## src/rtl/node_round_ctrl.sv

```systemverilog
// node_round_ctrl: per-node round sequencer for the EER-RL cluster protocol.
// Steps a node through heartbeat relay, CH announce, timeslot assignment and
// its TDMA data slot (or CH receive window), strobing the node-info block on
// every accepted packet of the expected type and requesting transmissions.
// Ports:
//   clk, rst             clock (rising edge), asynchronous active-high reset
//   pkt_valid/pkt_ready  parsed-packet handshake (pkt_ready is combinational)
//   pkt_type, pkt_ts     packet type and timeslot field
//   role_i, low_E_i      role (1 = CH) and low-energy flag from node-info block
//   en_MNI, fPktType     one-cycle node-info update strobe and its packet type
//   tx_req/tx_type       transmit request (held until tx_ack) and its type
//   tx_ack               TX path accepted the request
//   phase                current state encoding
//   sched_err            one-cycle pulse on missed slot or bad timeslot
module node_round_ctrl #(
  parameter int unsigned SLOT_CYCLES = 16,
  parameter int unsigned FRAME_SLOTS = 8,
  parameter int unsigned CH_TIMEOUT  = 1024
) (
  input  logic        clk,
  input  logic        rst,
  input  logic        pkt_valid,
  output logic        pkt_ready,
  input  logic [2:0]  pkt_type,
  input  logic [15:0] pkt_ts,
  input  logic        role_i,
  input  logic        low_E_i,
  output logic        en_MNI,
  output logic [2:0]  fPktType,
  output logic        tx_req,
  output logic [2:0]  tx_type,
  input  logic        tx_ack,
  output logic [3:0]  phase,
  output logic        sched_err
);

  localparam int unsigned CYC_W  = $clog2(SLOT_CYCLES) + 1;
  localparam int unsigned SLOT_W = $clog2(FRAME_SLOTS) + 1;
  localparam int unsigned WAIT_W = $clog2(CH_TIMEOUT) + 1;
  localparam int unsigned TS_W   = 16;

  localparam logic [2:0] PT_HB       = 3'b000;
  localparam logic [2:0] PT_CH       = 3'b001;
  localparam logic [2:0] PT_DATA_LOW = 3'b011;
  localparam logic [2:0] PT_TS       = 3'b100;
  localparam logic [2:0] PT_DATA     = 3'b101;

  typedef enum logic [3:0] {
    IDLE      = 4'd0,
    WAIT_HB   = 4'd1,
    HB_RELAY  = 4'd2,
    WAIT_CH   = 4'd3,
    WAIT_TS   = 4'd4,
    SLOT_WAIT = 4'd5,
    DATA_TX   = 4'd6,
    ROUND_END = 4'd7,
    CH_RX     = 4'd8
  } state_t;

  state_t              state, state_next;
  logic [CYC_W-1:0]    cyc, cyc_d;
  logic [SLOT_W-1:0]   slot, slot_d;
  logic [WAIT_W-1:0]   wait_cnt, wait_cnt_d;
  logic [TS_W-1:0]     ts_lat, ts_lat_d;
  logic                en_mni_d, tx_req_d, sched_err_d;
  logic [2:0]          fpkt_d, tx_type_d;
  logic                xfer, settle_done, frame_end, frame_count, frame_enter;

  // Packets are only taken in the states that wait on the parser.
  assign pkt_ready = (state == WAIT_HB) || (state == WAIT_CH) ||
                     (state == WAIT_TS) || (state == CH_RX);
  assign xfer        = pkt_valid & pkt_ready;
  assign settle_done = (wait_cnt >= WAIT_W'(2));
  assign frame_end   = (slot == SLOT_W'(FRAME_SLOTS));
  assign phase       = state;

  // Next-state, registered-output and counter next values.
  always_comb begin
    state_next  = state;
    en_mni_d    = 1'b0;
    fpkt_d      = fPktType;
    sched_err_d = 1'b0;
    ts_lat_d    = ts_lat;
    tx_req_d    = 1'b0;
    tx_type_d   = 3'b000;
    cyc_d       = cyc;
    slot_d      = slot;
    wait_cnt_d  = wait_cnt;
    frame_count = 1'b0;
    frame_enter = 1'b0;

    case (state)
      IDLE: state_next = WAIT_HB;
      WAIT_HB: begin
        if (xfer && pkt_type == PT_HB) begin
          en_mni_d   = 1'b1;
          fpkt_d     = PT_HB;
          state_next = HB_RELAY;
        end
      end
      HB_RELAY: begin
        if (tx_ack) state_next = WAIT_CH;
      end
      WAIT_CH: begin
        // A CH announce in the final timeout cycle still wins.
        if (xfer && pkt_type == PT_CH) begin
          en_mni_d   = 1'b1;
          fpkt_d     = PT_CH;
          state_next = WAIT_TS;
        end else if (wait_cnt == WAIT_W'(CH_TIMEOUT - 1)) begin
          state_next = WAIT_HB;
        end
      end
      WAIT_TS: begin
        // Role is only trusted once the node-info block has had time to update.
        if (settle_done && role_i) begin
          state_next = CH_RX;
        end else if (xfer && pkt_type == PT_TS) begin
          en_mni_d = 1'b1;
          fpkt_d   = PT_TS;
          ts_lat_d = pkt_ts;
          if (pkt_ts >= TS_W'(FRAME_SLOTS)) begin
            sched_err_d = 1'b1;
            state_next  = WAIT_HB;
          end else begin
            state_next = SLOT_WAIT;
          end
        end
      end
      SLOT_WAIT: begin
        if (TS_W'(slot) == ts_lat) state_next = DATA_TX;
      end
      DATA_TX: begin
        // Ack beats the end-of-frame deadline in the same cycle.
        if (tx_ack) begin
          en_mni_d   = 1'b1;
          fpkt_d     = PT_DATA;
          state_next = ROUND_END;
        end else if (frame_end) begin
          sched_err_d = 1'b1;
          state_next  = WAIT_HB;
        end
      end
      ROUND_END: begin
        if (frame_end) state_next = WAIT_HB;
      end
      CH_RX: begin
        if (xfer && pkt_type == PT_DATA) begin
          en_mni_d = 1'b1;
          fpkt_d   = PT_DATA;
        end
        if (frame_end) state_next = WAIT_HB;
      end
      default: state_next = IDLE;
    endcase

    // Transmit request follows the state it belongs to, so it drops with the exit.
    if (state_next == HB_RELAY) begin
      tx_req_d  = 1'b1;
      tx_type_d = PT_HB;
    end else if (state_next == DATA_TX) begin
      tx_req_d  = 1'b1;
      tx_type_d = low_E_i ? PT_DATA_LOW : PT_DATA;
    end

    // Wait counter: timeout in WAIT_CH, settle (saturating at 2) in WAIT_TS.
    if (state_next != state) begin
      wait_cnt_d = '0;
    end else if (state == WAIT_CH) begin
      wait_cnt_d = wait_cnt + WAIT_W'(1);
    end else if (state == WAIT_TS && !settle_done) begin
      wait_cnt_d = wait_cnt + WAIT_W'(1);
    end

    // Frame timer: restarts on entry to SLOT_WAIT/CH_RX, holds at frame end.
    frame_count = (state == SLOT_WAIT) || (state == DATA_TX) ||
                  (state == ROUND_END) || (state == CH_RX);
    frame_enter = (state_next != state) &&
                  ((state_next == SLOT_WAIT) || (state_next == CH_RX));
    if (frame_enter) begin
      cyc_d  = '0;
      slot_d = '0;
    end else if (frame_count && !frame_end) begin
      if (cyc == CYC_W'(SLOT_CYCLES - 1)) begin
        cyc_d  = '0;
        slot_d = slot + SLOT_W'(1);
      end else begin
        cyc_d = cyc + CYC_W'(1);
      end
    end
  end

  // State, counters and registered outputs.
  always_ff @(posedge clk or posedge rst) begin
    if (rst) begin
      state     <= IDLE;
      en_MNI    <= 1'b0;
      fPktType  <= 3'b000;
      tx_req    <= 1'b0;
      tx_type   <= 3'b000;
      sched_err <= 1'b0;
      ts_lat    <= '0;
      cyc       <= '0;
      slot      <= '0;
      wait_cnt  <= '0;
    end else begin
      state     <= state_next;
      en_MNI    <= en_mni_d;
      fPktType  <= fpkt_d;
      tx_req    <= tx_req_d;
      tx_type   <= tx_type_d;
      sched_err <= sched_err_d;
      ts_lat    <= ts_lat_d;
      cyc       <= cyc_d;
      slot      <= slot_d;
      wait_cnt  <= wait_cnt_d;
    end
  end

endmodule

```

## config.mk

```make
export PLATFORM = sky130hd
export DESIGN_NAME = node_round_ctrl
export DESIGN_NICKNAME = d
export VERILOG_FILES = /design/src/rtl/node_round_ctrl.sv
export SDC_FILE = /design/constraint.sdc
export NUM_CORES = 1
export LEC_CHECK = 0
export ABC_AREA = 0
export BUFFER_PORTS_ARGS = -buffer_cell sky130_fd_sc_hd__buf_2
export CAP_MARGIN = 30
export CORE_UTILIZATION = 55
export CTS_CLUSTER_SIZE = 24
export DETAILED_ROUTE_END_ITERATION = 10
export GPL_TIMING_DRIVEN = 0
export PLACE_DENSITY = 0.86
export RECOVER_POWER = 25
export SYNTH_ARGS = -nofsm -noshare
export SYNTH_HDL_FRONTEND = slang
export SYNTH_SLANG_ARGS = --single-unit
```

## constraint.sdc

```tcl
create_clock -name clk -period 3 [get_ports clk]
set_input_delay 0.45 -clock clk [delete_from_list [all_inputs] [get_ports clk]]
set_output_delay 0.45 -clock clk [all_outputs]
set_load 0.01 [all_outputs]
```

==> flow_metrics.env <==
export IMPL_outcome="complete, but fails checks"
export IMPL_failed_checks="capacitance limit, slew limit"
export IMPL_yosysMostFrequentCell="dfrtp_1"
export IMPL_fin_skew_ns=0.0149
export IMPL_synthCells=273
export IMPL_core_rowCount=26
export IMPL_numCtsBuffers=5
export IMPL_hold_class="input pin to asynchronous set/reset pin"
export IMPL_combPwrFrac_pct=3.8
export IMPL_multiInputGateArea_sq_um=1560
export IMPL_dieArea_sq_um=5580
export IMPL_worstPathArrival_ns=2.77
export IMPL_ant_nets=0
export IMPL_required_ns=3.19
export IMPL_ir_worst_vdd_v=0.000370
export IMPL_htree_levels=2
export IMPL_area_growth_pct=13.7
export IMPL_clock_sinks=48
export IMPL_synthesis_area_sq_um=2910
export IMPL_synth_area_leaders="dfrtp_1, mux2_2, xnor2_1"
export IMPL_postCtsSetupBuffers=0
export IMPL_dp_hpwl_mm=4.67
export IMPL_pwr_share_seq_pct=54.1
export IMPL_diodes=0
export IMPL_place_inst=381
export IMPL_synth_top_cell_by_area="dfrtp_1"
export IMPL_worst_slew_pin_slew_ns=1.81
export IMPL_hold_buffers=0
export IMPL_clockBufferDepth=2
export IMPL_fillers=426
export IMPL_grt_max_degree=35
export IMPL_synth_common_cells="dfrtp_1, inv_1, mux2_2"
export IMPL_drt_vias_per_instance=6.02
export IMPL_power_leakage_uw=0.00155
export IMPL_start_util_pct=56.9
export IMPL_finish_net_count=348
export IMPL_antenna_found_initial=0
export IMPL_synth_top_area_share_pct=41.3
export IMPL_overflow=0
export IMPL_switching_share_pct=21.7
export IMPL_synth_edf_count=0
export IMPL_yosysWarnings=0
export IMPL_cts_root_buf="clkbuf_8"
export IMPL_io_pins=39
export IMPL_drc_errors=0
export IMPL_critical_path_class="flip-flop to flip-flop"
export IMPL_grt_use_total_pct=25.2
export IMPL_dr_pass1_iters=4
export IMPL_final_area_sq_um=3300
export IMPL_wl_mm=6.42
export IMPL_fin_tns_setup_ns=0
export IMPL_die_h_um=74.7
export IMPL_ctsResizeCount=0
export IMPL_gp_congestion=0.915
export IMPL_die_w_um=74.7
export IMPL_hold_violations=0
export IMPL_grt_pass1_vias=2214
export IMPL_path_clk_slew_ns=0.09
export IMPL_cap_violations=1
export IMPL_port_buffer_count=37
export IMPL_fin_cells=389
export IMPL_seq_area_frac_synth_pct=41.3
export IMPL_clk_latency_ns=0.31
export IMPL_grt_pass1_wl_mm=10.7
export IMPL_cp_start_kind="flip-flop"
export IMPL_max_slew_margin_pct=-20.4
export IMPL_finish_utilization_pct=64.7
export IMPL_avgSynthCellArea_sq_um=10.6
export IMPL_drt_iter0_drc=170
export IMPL_num_vias=2340
export IMPL_cts_tree="built"
export IMPL_synthFlopType="dfrtp_1"
export IMPL_post_route_period_util_pct=86.1
export IMPL_power_switching_uw=259
export IMPL_async_reset_ff_share_pct=100
export IMPL_fmax_mhz=387
export IMPL_final_setup_viol_count=0
export IMPL_power_internal_uw=936
export IMPL_routedWlPerCell_um=16.5
export IMPL_place_area_sq_um=3200
export IMPL_core_sq_um=5110
export IMPL_drive_gt1_share_pct=30.1
export IMPL_rsz0062_at_grt="false"
export IMPL_critPathCaptureType="flip-flop"
export IMPL_ys_types=64
export IMPL_regArea_sq_um=1200
export IMPL_synthesis_nets=303
export IMPL_final_max_slew_violation_count=35
export IMPL_timing_final_crit_period_ns=2.58
export IMPL_pwr_share_clk_pct=42.2
export IMPL_synth_seq_cells=48
export IMPL_path_max_fanout=10
export IMPL_powerDensity_nw_per_um2=362
worst max-delay path, stage by stage (launching register included):
cell and delay [ns]:
dfrtp_1 0.45, inv_1 0.07, ha_1 0.22, nor4_4 0.38, a31oi_2 0.27, nor2_2 0.45
buf_4 0.28, mux2_2 0.36
cell type report:
cell class,instances,area share (%)
sequential,48,36.3
timing repair buffer,38,5.72
multi-input combinational,194,47.3
buffer,13,2.31
tap,70,2.65
inverter,18,2.04
clock inverter,2,1.17
clock buffer,6,2.50
power by group through the flow:
stage                     Combinational, uW  Clock, uW  Sequential, uW
final                                  45.1        504             646
after global routing                   51.2        531             647
after CTS                              48.8        507             646
after detailed placement               48.7          0             659
after global placement                 44.1          0             659
after floorplan                        19.5          0             659
metal layers:
layer / vias to the layer above / global-route usage, % / part of all wire, % / routed length, um
li1: 1111 / - / - / -
met1: 1130 / 34.8 / 47 / 2990
met2: 92 / 40.0 / 47 / 2990
met3: 7 / 6.16 / 5.7 / 365
met4: 0 / 6.50 / 1.1 / 70
met5: - / 0 / 0 / 0
worst paths after layout:
kind	slack (ns)	start	end	depth (start not counted)
hold reg to reg	0.51	fPktType[0]	fPktType[0]	1
setup reg to reg	0.42	wait_cnt[0]	ts_lat[8]	7
setup / recovery	0.42	wait_cnt[0]	ts_lat[8]	7
hold / removal	0.17	rst	ts_lat[13]	2
max in group asynchronous	0.76	rst	wait_cnt[6]	3
min in group clk	0.31	low_E_i	tx_type[2]	2
metrics by stage:
| stage | setup slack (ns) | hold slack [ns] | total power, uW |
|---|---|---|---|
| 2_1_floorplan | 0.765 | 0.481 | 679 |
| 3_3_place_gp | 0.504 | 0.485 | 703 |
| 3_5_place_dp | 0.455 | 0.429 | 708 |
| 4_1_cts | 0.434 | 0.0920 | 1200 |
| 5_1_grt | 0.266 | 0.217 | 1230 |
| 6_report | 0.417 | 0.170 | 1200 |
layout by cell type, fill, tap and decap left out, types with 4 or more instances in the layout:
cell,count
o21ai_0,7
a211oi_1,4
mux2i_1,4
nand2b_1,4
nand4_1,6
a311oi_1,9
nor3_2,7
buf_2,44
xnor2_1,17
nor3_1,8
mux2_2,18
nor2b_1,4
clkbuf_8,6
inv_1,18
a21oi_1,5
nand3_1,11
ha_1,5
nor2_1,12
nand2_1,8
nor4_1,8
dfrtp_1,48
a2111oi_1,5
cells by family (layout without fill, tap and decap cells):
| group | after synthesis | in the layout | synth area share (%) |
|---|---|---|---|
| AOI/OAI and AO/OA | 55 | 55 | 15.9 |
| xor gates and xnor gates | 19 | 19 | 5.73 |
| adders and majority gates | 5 | 5 | 2.15 |
| buffers and inverters | 31 | 77 | 4.95 |
| DFF | 48 | 48 | 41.3 |
| muxes | 22 | 22 | 8.35 |
| other | 1 | 1 | 0.129 |
| and+or+nand+nor | 92 | 92 | 21.5 |
sequential cells by signal, indices dropped and copies added (netlist names):
signal     count
fPktType       2
slot           4
en_MNI         1
wait_cnt      11
tx_type        3
cyc            5
ts_lat        16
phase          4
sched_err      1
tx_req         1
Power figures use the tool's default switching activity.
